==> src/rtl/alu_sequencer.sv <==
// alu_sequencer
// Runs one complete ALU operation for each request from the microcode control
// unit. It strobes the B-operand latch, holds the unit-select code for the
// required settle time, repeats roll steps, strobes the flag latch and reports
// busy/done. Every output is registered.
//
// Ports:
//   clk4       clock, all state changes on the rising edge
//   nreset     asynchronous active-low reset
//   nstart     active-low request, sampled only in IDLE
//   nabort     active-low synchronous abort (ignored in IDLE apart from
//              dropping a simultaneous request)
//   op[3:0]    requested unit: 8 ADD, 9 AND, 10 OR, 11 XOR, 12 ROLL,
//              13 NOT, 14 CS1, 15 CS2 (op<8 is illegal)
//   rmode[2:0] roll mode for ROLL
//   count[3:0] roll repeat count, 0 means 16
//   runit[3:0] unit code to the alu, 0 = idle
//   irroll[2:0] roll mode to the alu
//   nwalu      active-low B-operand latch strobe
//   nflstrobe  active-low flag-latch strobe
//   nbusy      active-low, low from the cycle after acceptance through DONE
//   ndone      active-low one-cycle completion pulse
//   nerr       active-low one-cycle pulse for an illegal request
//   dbg_state  current FSM state (IDLE=0 LOADB=1 EXEC=2 GAP=3 FLAG=4 DONE=5)
//
// Request protocol: a request is a single cycle with nstart=0 while the
// sequencer is IDLE and nabort=1. op/rmode/count are captured on that edge and
// held for the whole operation; nstart seen in any other state is dropped, so
// the requester must wait for nbusy to return high before asking again.

module alu_sequencer #(
    parameter int unsigned ADD_CYCLES   = 2,
    parameter int unsigned LOGIC_CYCLES = 1
) (
    input  logic       clk4,
    input  logic       nreset,
    input  logic       nstart,
    input  logic       nabort,
    input  logic [3:0] op,
    input  logic [2:0] rmode,
    input  logic [3:0] count,
    output logic [3:0] runit,
    output logic [2:0] irroll,
    output logic       nwalu,
    output logic       nflstrobe,
    output logic       nbusy,
    output logic       ndone,
    output logic       nerr,
    output logic [2:0] dbg_state
);

    typedef enum logic [2:0] {
        S_IDLE  = 3'd0,
        S_LOADB = 3'd1,
        S_EXEC  = 3'd2,
        S_GAP   = 3'd3,
        S_FLAG  = 3'd4,
        S_DONE  = 3'd5
    } state_t;

    localparam logic [3:0] OP_ADD  = 4'd8;
    localparam logic [3:0] OP_ROLL = 4'd12;
    localparam logic [3:0] OP_NOT  = 4'd13;

    // Last value of the step counter in a non-ROLL EXEC phase.
    localparam logic [4:0] ADD_LAST   = 5'(ADD_CYCLES - 1);
    localparam logic [4:0] LOGIC_LAST = 5'(LOGIC_CYCLES - 1);

    state_t     state_q, state_d;
    logic [4:0] step_q, step_d;      // 5 bits so a 16-step roll never wraps
    logic [3:0] op_q, op_d;
    logic [2:0] rmode_q, rmode_d;
    logic [3:0] count_q, count_d;
    logic       err_d;

    logic [4:0] roll_steps;
    logic       is_roll_q;

    logic [3:0] runit_d;
    logic [2:0] irroll_d;
    logic       nwalu_d, nflstrobe_d, nbusy_d, ndone_d, nerr_d;

    assign roll_steps = (count_q == 4'd0) ? 5'd16 : {1'b0, count_q};
    assign is_roll_q  = (op_q == OP_ROLL);
    assign dbg_state  = state_q;

    // State, latched operands and registered outputs.
    always_ff @(posedge clk4 or negedge nreset) begin
        if (!nreset) begin
            state_q   <= S_IDLE;
            step_q    <= 5'd0;
            op_q      <= 4'd0;
            rmode_q   <= 3'd0;
            count_q   <= 4'd0;
            runit     <= 4'd0;
            irroll    <= 3'd0;
            nwalu     <= 1'b1;
            nflstrobe <= 1'b1;
            nbusy     <= 1'b1;
            ndone     <= 1'b1;
            nerr      <= 1'b1;
        end else begin
            state_q   <= state_d;
            step_q    <= step_d;
            op_q      <= op_d;
            rmode_q   <= rmode_d;
            count_q   <= count_d;
            runit     <= runit_d;
            irroll    <= irroll_d;
            nwalu     <= nwalu_d;
            nflstrobe <= nflstrobe_d;
            nbusy     <= nbusy_d;
            ndone     <= ndone_d;
            nerr      <= nerr_d;
        end
    end

    // Next-state logic.
    always_comb begin
        state_d = state_q;
        step_d  = step_q;
        op_d    = op_q;
        rmode_d = rmode_q;
        count_d = count_q;
        err_d   = 1'b0;

        if (state_q != S_IDLE && !nabort) begin
            state_d = S_IDLE;
            step_d  = 5'd0;
        end else begin
            case (state_q)
                S_IDLE: begin
                    if (!nstart && nabort) begin
                        if (op[3]) begin
                            op_d    = op;
                            rmode_d = rmode;
                            count_d = count;
                            step_d  = 5'd0;
                            // NOT and ROLL have no B operand to latch.
                            if (op == OP_ROLL || op == OP_NOT)
                                state_d = S_EXEC;
                            else
                                state_d = S_LOADB;
                        end else begin
                            err_d = 1'b1;
                        end
                    end
                end
                S_LOADB: begin
                    state_d = S_EXEC;
                    step_d  = 5'd0;
                end
                S_EXEC: begin
                    if (is_roll_q) begin
                        // step_q counts roll steps already completed.
                        if (step_q + 5'd1 == roll_steps) begin
                            state_d = S_FLAG;
                            step_d  = 5'd0;
                        end else begin
                            state_d = S_GAP;
                            step_d  = step_q + 5'd1;
                        end
                    end else if (op_q == OP_ADD) begin
                        if (step_q == ADD_LAST) begin
                            state_d = S_FLAG;
                            step_d  = 5'd0;
                        end else begin
                            step_d = step_q + 5'd1;
                        end
                    end else begin
                        if (step_q == LOGIC_LAST) begin
                            state_d = S_DONE;
                            step_d  = 5'd0;
                        end else begin
                            step_d = step_q + 5'd1;
                        end
                    end
                end
                S_GAP:   state_d = S_EXEC;
                S_FLAG:  state_d = S_DONE;
                S_DONE:  state_d = S_IDLE;
                default: begin
                    state_d = S_IDLE;
                    step_d  = 5'd0;
                end
            endcase
        end
    end

    // Output logic: values for the coming cycle, decoded from the next state
    // so that the registered outputs line up with the state they describe.
    always_comb begin
        runit_d     = 4'd0;
        irroll_d    = 3'd0;
        nwalu_d     = 1'b1;
        nflstrobe_d = 1'b1;
        nbusy_d     = (state_d == S_IDLE);
        ndone_d     = 1'b1;
        nerr_d      = !err_d;

        case (state_d)
            S_LOADB: nwalu_d = 1'b0;
            S_EXEC: begin
                runit_d = op_d;
                if (op_d == OP_ROLL) irroll_d = rmode_d;
            end
            S_GAP: irroll_d = rmode_d;
            S_FLAG: begin
                nflstrobe_d = 1'b0;
                // Roll mode stays on the bus until DONE clears it.
                if (op_d == OP_ROLL) irroll_d = rmode_d;
            end
            S_DONE:  ndone_d = 1'b0;
            default: ;
        endcase
    end

endmodule
==> config.mk <==
export PLATFORM = sky130hd
export DESIGN_NAME = alu_sequencer
export DESIGN_NICKNAME = d
export VERILOG_FILES = /design/src/rtl/alu_sequencer.sv
export SDC_FILE = /design/constraint.sdc
export NUM_CORES = 1
export LEC_CHECK = 0
export ABC_AREA = 1
export ABC_CLOCK_PERIOD_IN_PS = 1800
export BUFFER_PORTS_ARGS = -buffer_cell sky130_fd_sc_hd__buf_2
export CAP_MARGIN = 20
export CORE_MARGIN = 3
export CORE_UTILIZATION = 50
export DETAILED_ROUTE_END_ITERATION = 7
export PLACE_DENSITY_LB_ADDON = 0.2
export SLEW_MARGIN = 10
export SYNTH_ARGS = -nofsm -noshare
export SYNTH_HDL_FRONTEND = slang
export SYNTH_SLANG_ARGS = --single-unit
==> constraint.sdc <==
create_clock -name clk4 -period 1.8 [get_ports clk4]
set_input_delay 0.36 -clock clk4 [delete_from_list [all_inputs] [get_ports clk4]]
set_output_delay 0.36 -clock clk4 [all_outputs]
set_load 0.1 [all_outputs]
==> results.yml <==
clock_tree:
  clock_path_buffers: 2
  clkTransAtPathRegs_ps: 100
  htreeDepth: 2
  cts_tree: "built"
  numCtsBuffers: 5
  cts_sinks: 31
  clkLatencyLatePin_ps: 340
  cts_root_buffer: "clkbuf_4"
flow_run:
  cap_violations: 0
synth:
  synth_cells: 205
  synthesis.nets: 223
  ys_seq_elements: 31
  synth_edf_count: 0
  ys.warnings.count: 0
  synth-main-ff-cell: "dfrtp_1"
  yosysSeqAreaShare: 0.4609
  ys_async_sr_fraction: 1.000
  synth_area_per_cell_um2: 8.276
  mappedNetlistArea_mm2: 0.001697
  synth_cell_types: 33
sta:
  finalCriticalPeriod_ps: 1871
  finalCritPeriodShare: 1.040
  final_hold_viol_count: 0
  fin_skew_ps: 14.33
  tightest_slew_ps: 654.9
  slew-limit-headroom: 0.5634
  holdWs_ps: 37.31
  setup-violations-final: 6
  grt_setup_unrepaired: "yes"
  fin_ws_ps: -71.10
  report.final.slew_viol_count: 0
  max_freq_mhz: 534.4
  setup_tns_ps: -280.1
critical_path:
  path_cells: "inv_2 -> ha_4 -> xnor2_2 -> nand3_1 -> nor2_2 -> nand3_4 -> nand2_2 -> nand2_4 -> nand2_4 -> nand3_4 -> nand3_2 -> nand2_1"
  path_class: "reg -> reg"
  end_kind: "flip-flop"
  cp-start-kind: "flip-flop"
  cp.arrival_ps: 2110
  crit_slowest_cell: "dfrtp_1"
  crit_fanout: 4
  path_buf_inv: 1
  cpPeakStageDelay_ps: 430
  crit_required_ps: 2040
  cp_top_family: "simple AND/OR/NAND/NOR gates"
placement:
  io_buffers: 29
  place_congestion: 0.8292
  placed_cells: 289
  dp_hpwl_mm: 2.668
status:
  status: "finished, violations left"
  violations: "negative setup slack"
power:
  p_leak_uw: 0.001099
  clkPwrFrac: 0.110
  switchingPower_uw: 2121
  irDropWorstVdd_v: 0.0009477
  power_density_mw_per_mm2: 1801
  p_comb_frac: 0.615
  power_uw: 3932
  p_seq_frac: 0.276
  netSwitchingFraction: 0.5395
  internal_power_uw: 1811
final_layout:
  syn_to_final_growth_pct: 28.69
  antennaDiodeCount: 0
  drive_gt1_frac: 0.4275
  fillers: 275
  final_cells: 299
  final_common_cell: "nand2_1"
  nNetsFinal: 272
  final_cell_mix: "41 x nand2_1, 29 x buf_2, 26 x inv_1"
floorplan:
  rows: 20
  ios: 30
  die_w_um: 64.25
  start_util: 0.5381
  die-area_mm2: 0.004128
  core_mm2: 0.003153
  dieHeight_um: 64.25
global_routing:
  grt_pass1_vias: 1423
  overflow: 0
  grt_first_pass_wirelength_mm: 6.272
  grt_usage: 0.1987
  antenna_found_initial: 0
  grt_max_degree: 32
detailed_routing:
  vias: 1476
  post_drt_wl_per_cell_um: 12.44
  drt_iter0_drc: 52
  wl_mm: 3.719
  drc_errors: 0
  routed_via_density: 4.936
  ant_nets: 0
  drtPass1Iterations: 4
hold_path:
  hold_path_class: "in -> async"
[cells in the mapped netlist, types with 2 or more instances]
cell type	n	area, um2
nor2_1	15	56.30
nor2_4	2	22.52
o21ai_1	4	20.02
dfrtp_1	26	650.6
nand2_1	44	165.2
nand2_2	8	50.05
dfstp_2	5	131.4
inv_1	28	105.1
nor3_2	3	30.03
nand3_1	13	65.06
o21a_1	3	22.52
nand4_1	6	37.54
o21ai_0	11	55.05
nand3_2	4	40.04
a21oi_4	2	32.53
ha_1	3	37.54
or2_1	2	12.51
a21oi_2	2	17.52
inv_2	8	30.03
nor2_2	3	18.77
[power by group through the flow]
| stage | clock network (uW) | registers [uW] | logic, uW |
|---|---|---|---|
| after floorplan | 0 | 1880 | 891 |
| after global placement | 0 | 1080 | 2130 |
| after detailed placement | 0 | 1090 | 2150 |
| after CTS | 442 | 1080 | 2330 |
| after global routing | 486 | 1110 | 2590 |
| final | 431 | 1080 | 2420 |
[worst register-to-register path: stages (launching register included)]
cell     delay [ps]
dfrtp_1         430
inv_2            80
ha_4            280
xnor2_2          90
nand3_1         110
nor2_2          140
nand3_4         130
nand2_2         100
nand2_4          70
nand2_4          90
nand3_4         110
nand3_2          90
nand2_1          50
[final timing paths]
| check | from | to | slack [ps] | cells past startpoint |
|---|---|---|---|---|
| max in group asynchronous | nreset | dbg_state[2] | 1280 | 1 |
| hold reg to reg | op_q[3] | op_q[3] | 570 | 2 |
| setup / recovery | step_q[0] | irroll[0] | -70 | 12 |
| min in group clk4 | op[3] | nerr | 230 | 3 |
| hold / removal | nreset | step_q[3] | 40 | 1 |
| setup reg to reg | step_q[0] | irroll[0] | -70 | 12 |
[sequential cells by signal (all words and copies together), names as in the netlist]
signal     cells
irroll         3
runit          4
step_q         5
dbg_state      3
nerr           1
nbusy          1
ndone          1
nflstrobe      1
op_q           4
rmode_q        3
count_q        4
nwalu          1
[timing repair]
item                       in CTS  in global routing
pin swaps                       9                 15
buffers inserted                3                  0
setup endpoints to repair       9                 16
hold buffers                    0                  0
resized for setup              13                 14
[metrics by stage]
step / setup slack, ps / utilization / area, um2
4_1_cts: -74.79 / 0.6770 / 2135
3_3_place_gp: -60.99 / 0.6325 / 1994
5_1_grt: -197.1 / 0.6925 / 2183
6_report: -71.10 / 0.6925 / 2183
2_1_floorplan: 5.496 / - / 1715
3_5_place_dp: -93.85 / 0.6325 / 1994
[layout make-up]
cell class              instances  area [um2]  area share
clock buffers                   7       55.05     0.02521
clock inverters                 1       5.005    0.002292
inverters                      38       143.9     0.06590
multi-input cells             134       873.3      0.4000
flip-flops and latches         31       789.5      0.3616
well taps                      44       55.05     0.02521
repair buffers                 44       261.5      0.1198
[per-layer routing]
metal  vias to the layer above  global-route usage  share of wire
met5                         -                   0              0
met4                         0             0.08707          0.020
met3                        10             0.07030          0.059
met2                        42              0.2977           0.45
met1                       679              0.2588           0.48
li1                        745                   -              -
[cells by family after synthesis]
family	Yosys count	synth area share
AND/OR/NAND/NOR	104	0.3112
buffers and inverters	40	0.09587
flip-flops	31	0.4609
AO/OA/AOI/OAI	25	0.09956
adder cells (fa/ha/maj)	3	0.02213
XOR/XNOR	2	0.01033
Note: power is estimated with default switching activity, not from simulation.
